### src/rtl/whack_pkg.sv
// Shared definitions for the whack-a-mole round scheduler.
//   - FSM state encoding (raw constants plus the enum built from them)
//   - Display widths and saturation limits for score/level/lives
//   - calc_period(): tick period for a given difficulty level
package whack_pkg;

    localparam int SCORE_W = 8;
    localparam int LEVEL_W = 3;
    localparam int LIVES_W = 3;

    localparam logic [LEVEL_W-1:0] LEVEL_MAX = 3'd7;
    localparam logic [SCORE_W-1:0] SCORE_MAX = 8'd255;

    // Raw encodings kept as plain constants so older code that compares
    // against bit patterns still lines up with the enum below.
    localparam logic [2:0] ST_IDLE = 3'd0;
    localparam logic [2:0] ST_ARM  = 3'd1;
    localparam logic [2:0] ST_SHOW = 3'd2;
    localparam logic [2:0] ST_HIT  = 3'd3;
    localparam logic [2:0] ST_MISS = 3'd4;
    localparam logic [2:0] ST_OVER = 3'd5;

    typedef enum logic [2:0] {
        IDLE = ST_IDLE,
        ARM  = ST_ARM,
        SHOW = ST_SHOW,
        HIT  = ST_HIT,
        MISS = ST_MISS,
        OVER = ST_OVER
    } state_t;

    // Period = max(base - level*step, min_p). The product is formed wide
    // and compared against the headroom (base - min_p) before any
    // subtraction, so the result can never wrap below the floor.
    function automatic logic [31:0] calc_period(
        input logic [31:0]        base,
        input logic [31:0]        step,
        input logic [31:0]        min_p,
        input logic [LEVEL_W-1:0] level
    );
        logic [34:0] dec;
        dec = 35'(level) * 35'(step);
        if (base <= min_p)
            calc_period = min_p;
        else if (dec >= 35'(base - min_p))
            calc_period = min_p;
        else
            calc_period = base - dec[31:0];
    endfunction

endpackage

### src/rtl/tick_divider.sv
// Loadable down-counter producing the game-pace tick.
// Ports:
//   ClockIn - system clock
//   Reset   - synchronous, active-high
//   Hold    - keep the counter parked at Period-1 and suppress Tick
//   Period  - cycles per tick; sampled only when the counter reloads
//   Tick    - one-cycle pulse while the count sits at zero
module tick_divider (
    input  logic        ClockIn,
    input  logic        Reset,
    input  logic        Hold,
    input  logic [31:0] Period,
    output logic        Tick
);

    logic [31:0] r_count;
    logic [31:0] w_load;

    assign w_load = Period - 32'd1;

    // Period is only looked at on a load, so a level change never
    // disturbs a count already in flight.
    always_ff @(posedge ClockIn) begin
        if (Reset || Hold || (r_count == 32'd0))
            r_count <= w_load;
        else
            r_count <= r_count - 32'd1;
    end

    assign Tick = !Hold && (r_count == 32'd0);

endmodule

### src/rtl/mole_round_scheduler.sv
// Whack-a-mole game sequencer: paces rounds with a tick divider, picks a
// pseudo-random hole each round, waits for a hit or a tick-based timeout
// and keeps score, lives and difficulty level.
// Ports:
//   ClockIn  - system clock
//   Reset    - synchronous, active-high
//   Start    - one-cycle pulse, starts/restarts a game from IDLE or OVER
//   Hit      - one-cycle debounced button pulses, one bit per hole
//   MoleMask - one-hot raised mole, zero when none is up
//   Score    - hits this game, saturating
//   Lives    - remaining lives
//   Level    - difficulty level, saturating at LEVEL_MAX
//   Tick     - divider pulse
//   GameOver - high while the game is over
module mole_round_scheduler
    import whack_pkg::*;
#(
    parameter int          NUM_HOLES      = 4,
    parameter int unsigned BASE_PERIOD    = 50000000,
    parameter int unsigned PERIOD_STEP    = 5000000,
    parameter int unsigned MIN_PERIOD     = 10000000,
    parameter int          SHOW_TICKS     = 2,
    parameter int          START_LIVES    = 3,
    parameter int          HITS_PER_LEVEL = 5,
    parameter logic [15:0] LFSR_SEED      = 16'hACE1
) (
    input  logic                 ClockIn,
    input  logic                 Reset,
    input  logic                 Start,
    input  logic [NUM_HOLES-1:0] Hit,
    output logic [NUM_HOLES-1:0] MoleMask,
    output logic [SCORE_W-1:0]   Score,
    output logic [LIVES_W-1:0]   Lives,
    output logic [LEVEL_W-1:0]   Level,
    output logic                 Tick,
    output logic                 GameOver
);

    localparam int HOLE_W   = $clog2(NUM_HOLES);
    localparam int TIMER_W  = $clog2(SHOW_TICKS + 1);
    localparam int HITCNT_W = $clog2(HITS_PER_LEVEL + 1);

    state_t                r_state;
    logic [NUM_HOLES-1:0]  r_mask;
    logic [SCORE_W-1:0]    r_score;
    logic [LIVES_W-1:0]    r_lives;
    logic [LEVEL_W-1:0]    r_level;
    logic [HITCNT_W-1:0]   r_hitcnt;
    logic [15:0]           r_lfsr;
    logic [HOLE_W-1:0]     r_prev_hole;
    logic [TIMER_W-1:0]    r_timer;

    logic                  w_hold;
    logic [31:0]           w_div_period;
    logic                  w_tick;
    logic [15:0]           w_lfsr_next;
    logic [HOLE_W-1:0]     w_hole_raw;
    logic [HOLE_W-1:0]     w_hole;
    logic [NUM_HOLES-1:0]  w_hole_onehot;
    logic                  w_hit_mole;

    // ------------------------------------------------------------------
    // Divider. While parked (IDLE/OVER) it is preloaded with the level-0
    // period, so the first round of a new game runs at base pace even if
    // the previous game left Level high.
    // ------------------------------------------------------------------
    assign w_hold = (r_state == IDLE) || (r_state == OVER);
    assign w_div_period = w_hold
        ? calc_period(32'(BASE_PERIOD), 32'(PERIOD_STEP), 32'(MIN_PERIOD), '0)
        : calc_period(32'(BASE_PERIOD), 32'(PERIOD_STEP), 32'(MIN_PERIOD), r_level);

    tick_divider u_tick_divider (
        .ClockIn (ClockIn),
        .Reset   (Reset),
        .Hold    (w_hold),
        .Period  (w_div_period),
        .Tick    (w_tick)
    );

    // ------------------------------------------------------------------
    // Galois LFSR, x^16 + x^14 + x^13 + x^11 + 1 (right-shifting form).
    // ------------------------------------------------------------------
    assign w_lfsr_next = r_lfsr[0] ? ((r_lfsr >> 1) ^ 16'hB400) : (r_lfsr >> 1);

    // Hole selection: bump by one (wrapping, NUM_HOLES is a power of 2)
    // whenever the LFSR repeats the previous hole.
    assign w_hole_raw = r_lfsr[HOLE_W-1:0];
    assign w_hole     = (w_hole_raw == r_prev_hole) ? (w_hole_raw + HOLE_W'(1)) : w_hole_raw;

    generate
        for (genvar gi = 0; gi < NUM_HOLES; gi++) begin : g_hole_dec
            assign w_hole_onehot[gi] = (w_hole == HOLE_W'(gi));
        end
    endgenerate

    assign w_hit_mole = |(Hit & r_mask);

    // ------------------------------------------------------------------
    // Game FSM and counters.
    // ------------------------------------------------------------------
    always_ff @(posedge ClockIn) begin
        if (Reset) begin
            r_state     <= IDLE;
            r_mask      <= '0;
            r_score     <= '0;
            r_lives     <= LIVES_W'(START_LIVES);
            r_level     <= '0;
            r_hitcnt    <= '0;
            r_lfsr      <= LFSR_SEED;
            r_prev_hole <= '0;
            r_timer     <= '0;
        end else begin
            r_lfsr <= w_lfsr_next;
            case (r_state)
                IDLE, OVER: begin
                    if (Start) begin
                        r_score  <= '0;
                        r_level  <= '0;
                        r_hitcnt <= '0;
                        r_lives  <= LIVES_W'(START_LIVES);
                        r_mask   <= '0;
                        r_state  <= ARM;
                    end
                end
                ARM: begin
                    if (w_tick) begin
                        r_mask      <= w_hole_onehot;
                        r_prev_hole <= w_hole;
                        r_timer     <= TIMER_W'(SHOW_TICKS);
                        r_state     <= SHOW;
                    end
                end
                SHOW: begin
                    // A correct press beats a coincident timeout tick.
                    if (w_hit_mole) begin
                        r_mask  <= '0;
                        r_state <= HIT;
                    end else if (w_tick) begin
                        r_timer <= r_timer - TIMER_W'(1);
                        if (r_timer == TIMER_W'(1)) begin
                            r_mask  <= '0;
                            r_state <= MISS;
                        end
                    end
                end
                HIT: begin
                    if (r_score != SCORE_MAX)
                        r_score <= r_score + SCORE_W'(1);
                    if (r_hitcnt == HITCNT_W'(HITS_PER_LEVEL - 1)) begin
                        r_hitcnt <= '0;
                        if (r_level != LEVEL_MAX)
                            r_level <= r_level + LEVEL_W'(1);
                    end else begin
                        r_hitcnt <= r_hitcnt + HITCNT_W'(1);
                    end
                    r_state <= ARM;
                end
                MISS: begin
                    r_lives <= r_lives - LIVES_W'(1);
                    r_state <= (r_lives == LIVES_W'(1)) ? OVER : ARM;
                end
                default: begin
                    r_state <= IDLE;
                end
            endcase
        end
    end

    assign MoleMask = r_mask;
    assign Score    = r_score;
    assign Lives    = r_lives;
    assign Level    = r_level;
    assign Tick     = w_tick;
    assign GameOver = (r_state == OVER);

endmodule

### config.mk
export PLATFORM = sky130hd
export DESIGN_NAME = mole_round_scheduler
export DESIGN_NICKNAME = d
export VERILOG_FILES = /design/src/rtl/whack_pkg.sv /design/src/rtl/tick_divider.sv /design/src/rtl/mole_round_scheduler.sv
export SDC_FILE = /design/constraint.sdc
export NUM_CORES = 1
export LEC_CHECK = 0
export ABC_CLOCK_PERIOD_IN_PS = 7100
export BUFFER_PORTS_ARGS = -buffer_cell sky130_fd_sc_hd__buf_4
export CAP_MARGIN = 25
export CORE_MARGIN = 10
export CORE_UTILIZATION = 39
export DETAILED_ROUTE_END_ITERATION = 10
export HOLD_SLACK_MARGIN = 0.08
export PLACE_DENSITY = 0.57
export SLEW_MARGIN = 20
export SYNTH_ARGS = -nofsm -noshare
export SYNTH_HDL_FRONTEND = slang
export SYNTH_HIERARCHICAL = 1
export SYNTH_SLANG_ARGS = --single-unit
### constraint.sdc
create_clock -name ClockIn -period 7.1 [get_ports ClockIn]
set_input_delay 0.355 -clock ClockIn [delete_from_list [all_inputs] [get_ports ClockIn]]
set_output_delay 0.355 -clock ClockIn [all_outputs]
set_load 0.01 [all_outputs]
==> results.toml <==
[die]
rows = 42
die_w_um = 137
dieArea_um2 = 18900
start_util_pct = 40.2
io_pins = 27
core_um2 = 13300
die_y_um = 137

[timing]
finalHoldViolations = 0
slew_violations = 0
fmax_mhz = 168
period_needed_ns = 5.95
maxSlewHeadroom_pct = 47.7
tns_ns = 0
post-route-period-util_pct = 83.8
setup_viol = 0
fin_skew_ns = 0.00566
grt_setup_unrepaired = "false"
worstMarginPinSlew_ns = 0.783

[setup_path]
cp-start-kind = "flip-flop"
worst_setup_path_end_kind = "flip-flop"
worstReg2RegStart = "Level[0]$_SDFFE_PP0P_"
cp_data_required_time_ns = 7.31
r2r-end = "u_tick_divider/r_count[31]$_DFF_P_"
worstPathMaxFanout = 15
rr_worst_depth = 21
arrival_ns = 6.16
r2r_slack_ns = 1.15
critPathKind = "reg -> reg"

[yosys]
ys_seq_area_share_pct = 28.3
synth_seq_cells = 76
syn_area_um2 = 5370
synth-edff-count = 0
async_flop_share_pct = 0
ys.flop_type = "dfxtp_1"
synth_area_per_cell_um2 = 8.33
yosys_warnings = 6
syn_inst = 645
synth_cell_types = 78

[worst_hold_path]
hp-class = "in -> reg"
holdPathEnd = "r_state[1]$_SDFFE_PP0P_"
min_from = "Start"
whs_path_depth = 3

[final_layout]
final_cell_mix = "76 x dfxtp_1, 74 x nor2_1, 44 x nand2_1"
nNetsFinal = 729
multi_input_area_um2 = 3770
diodes = 0
post-route-util_pct = 46.0
fill_cells = 1330
regArea_um2 = 1520
fin_cells = 880
design_area_um2 = 6140
mostFrequentLayoutCell = "dfxtp_1"
syn_to_final_growth_pct = 14.3
drive_above_1_share_pct = 11.5

[power_and_ir_drop]
ir_drop_v = 0.000162
pwr_density_cell_nw_per_um2 = 248
cellLeakagePower_nw = 2.45

[drt]
viasPerCell = 5.28
firstDrtPassIters = 5
wl_mm = 12.8
vias = 4649
routedWlPerCell_um = 14.6
ant_nets = 0
drt_iter0_drc = 310
drc_errors = 0

[place]
placed_area_um2 = 5830
numPortBuffers = 26
gp_congestion = 0.876
hpwl_mm = 9.51
dp_cells = 864

[run]
maxCapViolCount = 0

[clocking]
h-tree-depth = 3
numClockSinks = 76
cts_made_buffers = 9
ctsLongestPathBuffers = 2
cts_root_buf = "clkbuf_16"
clock_latency_ns = 0.34
cts_resized = 0
post_cts_buffers = 0
clk_pin_slew_worst_paths_ns = 0.06
cts_hold_buf = 0
cts_tree = "done"

[grt]
grt-ovfl-total = 0
grt_pass1_wl_mm = 21.6
grt_max_degree = 42
first_global_vias = 4413
track_usage_pct = 14.0
antenna_found_initial = 0

[run_status]
outcome = "complete, no violations"
[layer usage]
metal	vias up	part of all wire, %	track usage (%)
li1	2366	-	-
met1	2200	47	17.1
met2	74	49	24.3
met3	9	3.3	2.88
met4	0	0.90	4.04
met5	-	0	0
[worst max path at each step]
stage / from / end / slack [ns] / depth (start not counted)
final: Level[0]$_SDFFE_PP0P_ / u_tick_divider/r_count[31]$_DFF_P_ / 1.15 / 21
after global routing: Level[1]$_SDFFE_PP0P_ / u_tick_divider/r_count[31]$_DFF_P_ / 0.78 / 20
after CTS: Level[1]$_SDFFE_PP0P_ / u_tick_divider/r_count[31]$_DFF_P_ / 1.19 / 21
after detailed placement: Level[1]$_SDFFE_PP0P_ / u_tick_divider/r_count[31]$_DFF_P_ / 1.21 / 21
after global placement: Level[1]$_SDFFE_PP0P_ / u_tick_divider/r_count[29]$_DFF_P_ / 1.35 / 20
after floorplan: Level[1]$_SDFFE_PP0P_ / u_tick_divider/r_count[31]$_DFF_P_ / 1.68 / 21
[report_power, final]
part / switching (mW) / internal [mW] / leakage (nW) / total [mW]
logic: 0.303 / 0.185 / 1.68 / 0.489
registers: 0.0716 / 0.482 / 0.623 / 0.554
clock network: 0.187 / 0.292 / 0.148 / 0.479
[kinds of logic (layout without fill, tap and decap cells)]
kind of cell	after synthesis	in the layout	synth area share [%]
and+or+nand+nor	267	267	26.3
muxes	40	40	7.74
xor gates and xnor gates	74	74	12.5
AOI/OAI and AO/OA	116	116	15.4
other	1	40	0.0698
buffers and inverters	48	68	4.10
adders and majority gates	23	23	5.50
DFF	76	76	28.3
[cell type report]
type	count	area share (%)
clock buffer	11	4.12
clock inverter	5	0.958
multi-input combinational	560	61.5
timing repair buffer	31	3.79
inverter	21	1.28
tap	176	3.59
sequential	76	24.8
[registers in the layout, summed over array words and instances (netlist names)]
register,flops
r_hitcnt,3
MoleMask,4
r_prev_hole,2
r_state,3
r_lfsr,16
Level,3
Lives,3
u_tick_divider/r_count,32
r_timer,2
Score,8
[synth_stat cells, drive strengths merged (4+ instances only)]
library cell	n	area [um2]
dfxtp	76	1520
nor2	74	278
nand2	44	165
xnor2	43	392
nor3	40	205
mux2i	38	393
a21oi	33	165
xor2	31	279
o21ai	25	136
ha	22	275
inv	21	78.8
clkbuf	15	56.3
nand3	14	82.6
buf	12	85.1
nor4	12	87.6
nor2b	11	68.8
or3	11	68.8
or2	10	62.6
nor3b	8	65.1
a211oi	7	57.6
nand2b	7	43.8
a31oi	6	37.5
nand4	6	37.5
or4	6	48.8
and2	5	31.3
a22oi	4	30.0
nand3b	4	30.0
o31ai	4	30.0
[metrics by stage]
stage | hold WS (ns) | total power, mW | setup WS (ns)
detailed placement | 0.397 | 1.05 | 1.21
floorplan | 0.389 | 0.954 | 1.68
finish | 0.387 | 1.52 | 1.15
global placement | 0.391 | 1.04 | 1.35
CTS | 0.377 | 1.54 | 1.19
global route | 0.427 | 1.62 | 0.780
[critical path, cell delays in order, from the launching register on]
cell,delay (ns)
dfxtp_1,0.30
buf_4,0.21
inv_1,0.15
ha_1,0.51
ha_1,0.26
inv_1,0.07
fa_1,0.49
or3b_4,0.40
o311ai_0,0.38
mux2i_1,0.24
o311ai_4,0.39
a21oi_1,0.13
xor2_1,0.14
o21ai_1,0.12
or3_1,0.39
or3_1,0.34
nor3_1,0.31
mux2i_1,0.14
a2bb2oi_2,0.22
a211o_1,0.33
nor4_1,0.17
o22ai_1,0.12
Power figures use the tool's default switching activity.
